**config.mk**
```make
export PLATFORM = sky130hd
export DESIGN_NAME = hardwired_control_unit
export DESIGN_NICKNAME = d
export VERILOG_FILES = /design/src/rtl/hardwired_control_unit.sv
export SDC_FILE = /design/constraint.sdc
export NUM_CORES = 1
export LEC_CHECK = 0
export CORE_ASPECT_RATIO = 0.8
export CORE_UTILIZATION = 33
export DETAILED_ROUTE_END_ITERATION = 8
export GPL_TIMING_DRIVEN = 0
export PLACE_DENSITY = 0.77
export SLEW_MARGIN = 25
export SYNTH_ARGS = -nofsm -noshare
export SYNTH_HDL_FRONTEND = slang
export SYNTH_SLANG_ARGS = --single-unit
```
**constraint.sdc**
```tcl
create_clock -name Clock -period 1.75 [get_ports Clock]
set_input_delay 0.35 -clock Clock [delete_from_list [all_inputs] [get_ports Clock]]
set_output_delay 0.35 -clock Clock [all_outputs]
set_load 0.005 [all_outputs]
```
**src/rtl/hardwired_control_unit.sv**
```systemverilog
// Hardwired fetch/decode/execute sequencer driving every ALUSystem control input.
// Ports: Clock/Reset, IR_Out and ALU_FlagOut in; RF, ARF, ALU, IR, memory, mux selects and Halted out.
module hardwired_control_unit (
   input  logic        Clock,
   input  logic        Reset,
   input  logic [15:0] IR_Out,
   input  logic [3:0]  ALU_FlagOut,
   output logic [2:0]  RF_O1Sel,
   output logic [2:0]  RF_O2Sel,
   output logic [1:0]  RF_FunSel,
   output logic [3:0]  RF_RSel,
   output logic [3:0]  RF_TSel,
   output logic [3:0]  ALU_FunSel,
   output logic [1:0]  ARF_OutASel,
   output logic [1:0]  ARF_OutBSel,
   output logic [1:0]  ARF_FunSel,
   output logic [3:0]  ARF_RSel,
   output logic        IR_LH,
   output logic        IR_Enable,
   output logic [1:0]  IR_FunSel,
   output logic        Mem_WR,
   output logic        Mem_CS,
   output logic [1:0]  MuxASel,
   output logic [1:0]  MuxBSel,
   output logic        MuxCSel,
   output logic        Halted
);

   typedef enum logic [3:0] {
      S_INIT,
      S_F0,
      S_F1,
      S_F2,
      S_DEC,
      S_E0,
      S_E1,
      S_E2,
      S_HALT
   } state_t;

   localparam logic [3:0] OP_LDI = 4'h0;
   localparam logic [3:0] OP_LD  = 4'h1;
   localparam logic [3:0] OP_ST  = 4'h2;
   localparam logic [3:0] OP_MOV = 4'h3;
   localparam logic [3:0] OP_INC = 4'h9;
   localparam logic [3:0] OP_DEC = 4'hA;
   localparam logic [3:0] OP_BRA = 4'hB;
   localparam logic [3:0] OP_BEQ = 4'hC;
   localparam logic [3:0] OP_HLT = 4'hF;

   state_t     state;
   state_t     state_nx;
   logic       zlat;
   logic       zlat_we;

   logic [3:0] opc;
   logic [1:0] rd;
   logic [1:0] rs;
   logic [2:0] sel_rd;
   logic [2:0] sel_rs;
   logic [3:0] rd_oh;
   logic [3:0] alu_code;
   logic       is_alu;
   logic       is_long;

   // Immediate/address bits travel through the datapath muxes and only Z
   // matters to sequencing; fold the rest into a sink.
   logic       unused_bits;
   assign unused_bits = ^{IR_Out[7:0], ALU_FlagOut[2:0]};

   assign opc    = IR_Out[15:12];
   assign rd     = IR_Out[11:10];
   assign rs     = IR_Out[9:8];
   assign sel_rd = {1'b1, rd};
   assign sel_rs = {1'b1, rs};

   always_comb begin
      rd_oh = 4'b1000;
      unique case (rd)
         2'b00: rd_oh = 4'b1000;
         2'b01: rd_oh = 4'b0100;
         2'b10: rd_oh = 4'b0010;
         2'b11: rd_oh = 4'b0001;
         default: rd_oh = 4'b1000;
      endcase
   end

   always_comb begin
      alu_code = 4'b0000;
      is_alu   = 1'b1;
      case (opc)
         4'h4: alu_code = 4'b0100;
         4'h5: alu_code = 4'b0101;
         4'h6: alu_code = 4'b0111;
         4'h7: alu_code = 4'b1000;
         4'h8: alu_code = 4'b1010;
         default: is_alu = 1'b0;
      endcase
   end

   // Ops that need at least one execute step past E0.
   assign is_long = (opc == OP_LD) || (opc == OP_ST) ||
                    (opc == OP_MOV) || is_alu;

   always_ff @(posedge Clock) begin
      if (Reset) begin
         state <= S_INIT;
         zlat  <= 1'b0;
      end else begin
         state <= state_nx;
         if (zlat_we) begin
            zlat <= ALU_FlagOut[3];
         end
      end
   end

   always_comb begin
      state_nx    = state;
      zlat_we     = 1'b0;
      RF_O1Sel    = 3'b100;
      RF_O2Sel    = 3'b100;
      RF_FunSel   = 2'b01;
      RF_RSel     = 4'b0000;
      RF_TSel     = 4'b0000;
      ALU_FunSel  = 4'b0000;
      ARF_OutASel = 2'b11;
      ARF_OutBSel = 2'b11;
      ARF_FunSel  = 2'b01;
      ARF_RSel    = 4'b0000;
      IR_LH       = 1'b0;
      IR_Enable   = 1'b0;
      IR_FunSel   = 2'b01;
      Mem_WR      = 1'b0;
      Mem_CS      = 1'b1;
      MuxASel     = 2'b00;
      MuxBSel     = 2'b00;
      MuxCSel     = 1'b0;
      Halted      = 1'b0;

      case (state)
         S_INIT: state_nx = S_F0;
         S_F0:   state_nx = S_F1;
         S_F1:   state_nx = S_F2;
         S_F2:   state_nx = S_DEC;
         S_DEC:  state_nx = (opc == OP_HLT) ? S_HALT : S_E0;
         S_E0:   state_nx = is_long ? S_E1 : S_F0;
         S_E1:   state_nx = (opc == OP_LD) ? S_F0 : S_E2;
         S_E2:   state_nx = S_F0;
         S_HALT: state_nx = S_HALT;
         default: state_nx = S_INIT;
      endcase

      // Reset forces idle outputs regardless of where the sequence was.
      if (!Reset) begin
         case (state)
            S_INIT: begin
               ARF_FunSel = 2'b00;
               ARF_RSel   = 4'b1000;
            end
            S_F0: begin
               ARF_OutBSel = 2'b11;
            end
            S_F1, S_F2: begin
               Mem_CS     = 1'b0;
               IR_Enable  = 1'b1;
               IR_LH      = (state == S_F2);
               ARF_FunSel = 2'b10;
               ARF_RSel   = 4'b1000;
            end
            S_E0: begin
               case (opc)
                  OP_LDI: begin
                     MuxASel = 2'b10;
                     RF_RSel = rd_oh;
                  end
                  OP_LD: begin
                     MuxBSel     = 2'b10;
                     ARF_RSel    = 4'b0100;
                     ARF_OutBSel = 2'b00;
                  end
                  OP_ST: begin
                     MuxBSel     = 2'b10;
                     ARF_RSel    = 4'b0100;
                     ARF_OutBSel = 2'b00;
                     RF_O1Sel    = sel_rd;
                  end
                  OP_MOV: begin
                     RF_O1Sel = sel_rs;
                  end
                  OP_INC: begin
                     RF_FunSel = 2'b11;
                     RF_RSel   = rd_oh;
                  end
                  OP_DEC: begin
                     RF_FunSel = 2'b10;
                     RF_RSel   = rd_oh;
                  end
                  OP_BRA: begin
                     MuxBSel  = 2'b10;
                     ARF_RSel = 4'b1000;
                  end
                  OP_BEQ: begin
                     if (zlat) begin
                        MuxBSel  = 2'b10;
                        ARF_RSel = 4'b1000;
                     end
                  end
                  default: begin
                     if (is_alu) begin
                        RF_O1Sel = sel_rd;
                        RF_O2Sel = sel_rs;
                     end
                  end
               endcase
            end
            S_E1: begin
               case (opc)
                  OP_LD: begin
                     ARF_OutBSel = 2'b00;
                     Mem_CS      = 1'b0;
                     MuxASel     = 2'b01;
                     RF_RSel     = rd_oh;
                  end
                  OP_ST: begin
                     ARF_OutBSel = 2'b00;
                     RF_O1Sel    = sel_rd;
                  end
                  OP_MOV: begin
                     RF_O1Sel = sel_rs;
                  end
                  default: begin
                     if (is_alu) begin
                        RF_O1Sel   = sel_rd;
                        RF_O2Sel   = sel_rs;
                        ALU_FunSel = alu_code;
                     end
                  end
               endcase
            end
            S_E2: begin
               case (opc)
                  OP_ST: begin
                     ARF_OutBSel = 2'b00;
                     RF_O1Sel    = sel_rd;
                     Mem_CS      = 1'b0;
                     Mem_WR      = 1'b1;
                  end
                  OP_MOV: begin
                     RF_O1Sel = sel_rs;
                     RF_RSel  = rd_oh;
                     zlat_we  = 1'b1;
                  end
                  default: begin
                     if (is_alu) begin
                        RF_O1Sel   = sel_rd;
                        RF_O2Sel   = sel_rs;
                        ALU_FunSel = alu_code;
                        RF_RSel    = rd_oh;
                        zlat_we    = 1'b1;
                     end
                  end
               endcase
            end
            S_HALT: begin
               Halted = 1'b1;
            end
            default: ;
         endcase
      end
   end

endmodule
```
==> results.md <==
Finish:
- The area growth from synthesis to final layout is 112.6%.
- At the end of the flow the core is filled with cells to 0.7559.
- The total number of nets in the final design is 264.
- Of the cells placed in the final design, the portion with a size suffix greater than 1 is 0.6266.
- The number of antenna diodes is 0.

Critical path:
- The critical path runs through a total of 6 cells.
- The required time at the endpoint of the critical path is 1.40 ns.
- The startpoint type of the worst setup path is a register.
- Traced cell by cell, the critical path runs through buf_6, nor4b_2, o21ai_1, a31o_4, a2111oi_4, buf_2.
- The slowest stage of the critical path belongs to the cell sky130_fd_sc_hd__a2111oi_4.
- STA puts the critical path data arrival time at 1.79 ns.
- The top cell family by delay on the critical path is compound AO/OA/AOI/OAI gates.
- The critical path's largest stage delay is about 0.34 ns.
- The nature of the critical path endpoint is an output port.
- Counting both buffers and inverters, the worst setup path holds a total of 2.
- The worst-case reg-to-reg path depth is 8.
- The classification of the worst setup path is register to output port.
- Of all nets on the critical path, the largest fanout is 4.

Clock network:
- In this run, CTS created clock tree buffers numbering 3.
- The clock passes through at most 2 buffers.
- Clock tree synthesis found a total of 5 sinks.
- After clock tree synthesis, the clock-pin slew on the worst setup and hold paths is about 0.040 ns.
- The buffer cell driving the clock tree root is sky130_fd_sc_hd__clkbuf_8.
- For the worst-skew pair, the clock arrives at the later sink with an insertion delay of about 0.23 ns.
- TritonCTS built the clock tree.
- After clock tree synthesis, the flow added hold-fix buffers numbering 0.
- The H-tree depth is 1.

Global routing:
- The first global-routing pass estimated 7196 um of wire.
- The global routing met1 resource utilization is 0.3373.
- The via count of the first global-routing pass is 1447.
- Entering global routing, the biggest net connects 11 pins.
- In the global route stage, met3 resource usage came out at 0.05580.
- After global routing, the most crowded layer is met2.
- The aggregate global-route resource usage is 0.2887.
- In the global route stage, met2 resource usage came out at 0.5142.
- The residual overflow from global routing is 0.
- The initial antenna violation count is 0.

Synthesis:
- Of the total synthesized cell area, the portion taken by full adders, half adders and majority gates is 0.
- The leading register cell type out of synthesis is sky130_fd_sc_hd__dfxtp_1.
- The simple-gate area share of the yosys netlist is 0.4192.
- Yosys printed 0 warnings.
- Of the post-synthesis cell area, the part taken by muxes is 0.02114.
- The fraction of the mapped netlist area in compound gates is 0.2201.
- The number of synthesized register bits is 5.
- The part of the Yosys area used for sequential elements is 0.09950.
- The number of enable-type register cells in the synthesized netlist is 0.
- The fraction of synthesis flops using an asynchronous set or reset pin is 0.
- Of the total synthesized cell area, the portion taken by XOR and XNOR cells is 0.03483.
- The largest family of logic cells by synthesized area is simple AND/OR/NAND/NOR gates.
- The average instance in the mapped netlist occupies slightly below 7 um2.
- After technology mapping, the gate count stands at roughly 150.
- Counting distinct cell types in the post-synthesis netlist gives 45.
- After synthesis the cells add up to 1006 um2.

Power and ir drop:
- The power per cell area is 408.2 nW/um2.
- The switching component of the power is 330.8 uW.
- Internal power comes to around 540 uW.
- The leakage power of the design is 0.9634 nW.
- Of the total power, the share spent switching nets is 0.3789.
- Across the VDD grid, the largest voltage drop is 337.4 uV.
- The part of the total power dissipated in combinational logic is 0.587.
- The portion of total power attributed to sequential cells is 0.154.
- The share of total power in the clock network is 0.259.

Die:
- 64 I/O pins were placed.
- The die height is 51.39 um.
- The die covers 3275 um2.
- The starting utilization of the core area is 0.3556.
- The floorplan has 17 rows.
- The region available for standard cell placement spans 2829 um2.
- The horizontal die dimension is approximately 64 um.

Drt:
- The first detailed-routing pass ran for 4 iterations.
- After detailed routing, the average wire length per cell comes to 17.28 um.
- The post-detailed-route DRC marker count is 0.
- The violation count after the first detailed-routing iteration is 135.
- The detail route stage leaves a number of antenna-violating nets equal to 0.
- The post-detailed-routing wire length is 4821 um.
- After detailed routing, the number of vias per cell comes to 5.276.
- The total number of vias is 1472.

Run status:
- The final reports fail on negative setup slack.
- The flow ran to the end, but the final reports show violations.

Place:
- Port buffering added 37 buffers.
- The wire-length estimate of the detail-placed layout is 2217 um.
- The final weighted congestion in routability-driven placement is 0.8641.

Timing:
- The maximum achievable frequency is ~470 MHz.
- The clock skew is 0.01092 ns.
- Across all hold checks on the routed design, the worst slack comes to 0.5307 ns.
- The final hold violation count came to 0.
- Setup violations remaining at the end of the flow were counted as 20.
- Setup repair after global routing could not meet its margin everywhere.
- The worst path in the final design needs a cycle of 2.140 ns, including I/O delays and setup.
- The transition time at the pin with the least slew margin is 0.5201 ns.
- Measured against its own limit, the worst slew margin works out to 0.6532.
- Setup slack on the critical path of the routed design comes to -0.3897 ns.
- The ratio of final minimum period to clock period is 1.223.
- The final count of pins violating max slew was 0.

Flow run:
- Across the run, the number of max-cap violations was 0.

Hold path:
- The number of cells traversed by the worst hold path is 2.
- The tightest min-delay check is of the register to register type.
## path summary, 6_finish.rpt
check | end | from | slack (ns)
setup / recovery | RF_RSel[3] | state[1] | -0.39
hold / removal | zlat | zlat | 0.53
setup reg to reg | state[1] | state[1] | 0.12
hold reg to reg | zlat | zlat | 0.53
## per-stage QoR
stage                     cell area (um2)  setup TNS, ns  power, mW  setup slack, ns  std cells
after CTS                            2061         -3.305     0.8119          -0.3939        276
after global placement               1554         -25.90     0.4223           -1.279        235
after floorplan                      1136        -0.1821     0.3335         -0.04552        160
after global routing                 2138         -4.968     0.9087          -0.4225        279
final                                2138         -3.768     0.8729          -0.3897        279
after detailed placement             1554         -26.34     0.4263           -1.295        235
## tightest hold or removal path: cells and delay by family (launching register included)
| family | cells | cell delay (ns) |
|---|---|---|
| simple gates | 1 | 0.09 |
| mux | 1 | 0.07 |
| flops | 1 | 0.31 |
## placed cells by master (no fill, tap or decap), drive strengths merged, types with 5 or more instances in the layout
master / n
nand3: 5
conb: 14
nand2: 13
dfxtp: 5
nand2b: 8
clkbuf: 8
buf: 94
a21oi: 8
nor3: 8
o21ai: 7
nor2: 10
## state kept, by name (all words and copies together), names as in the netlist
name and cells:
zlat 1, state 4
## Yosys cell counts (all sizes together) (3+ instances only)
master   instances  area share
nor4             3       0.019
nor2b            3       0.019
buf             24        0.17
nor2            10       0.037
a21oi            8       0.040
clkbuf           4       0.015
xnor2            3       0.026
dfxtp            5        0.10
nand2           13       0.049
a2111oi          4       0.040
nand3            5       0.025
nor3             8       0.051
inv              4       0.015
nor3b            3       0.022
nand2b           8       0.050
and3             3       0.019
o21ai            7       0.035
## metal layers
layer,share of wire,vias up,wire length [um]
li1,-,680,-
met1,0.41,684,1958
met2,0.49,84,2355
met3,0.064,24,310
met4,0.041,0,197
met5,0,-,0
## power groups by stage
stage / Clock, mW / Combinational (mW) / Sequential, mW
2_1_floorplan: 0 / 0.205 / 0.128
3_3_place_gp: 0 / 0.292 / 0.130
3_5_place_dp: 0 / 0.296 / 0.130
4_1_cts: 0.221 / 0.456 / 0.135
5_1_grt: 0.237 / 0.537 / 0.136
6_report: 0.226 / 0.512 / 0.135
## cell type report
class	instances	area [um2]
Sequential cell	5	112.6
Fill cell	180	690.7
Inverter	4	15.01
Timing Repair Buffer	81	644.4
Multi-Input combinational cell	123	1051
Buffer	24	222.7
Tap cell	38	47.55
Clock buffer	4	45.04
## repair_timing
| item | CTS | global route |
|---|---|---|
| gates resized for setup | 206 | 22 |
| cloned | 2 | 0 |
| endpoints found under the setup margin | 31 | 24 |
| pin swaps | 29 | 21 |
| setup buffers | 38 | 5 |
## kinds of logic (layout without fill, tap and decap cells)
kind of cell / Yosys count / in the layout
buffers and inverters: 32 / 113
multiplexers: 2 / 2
AND/OR/NAND/NOR: 71 / 71
AO/OA/AOI/OAI: 32 / 32
XOR/XNOR: 4 / 4
other: 2 / 14
flip-flops: 5 / 5
No activity file was read; power rests on OpenSTA's default activity.
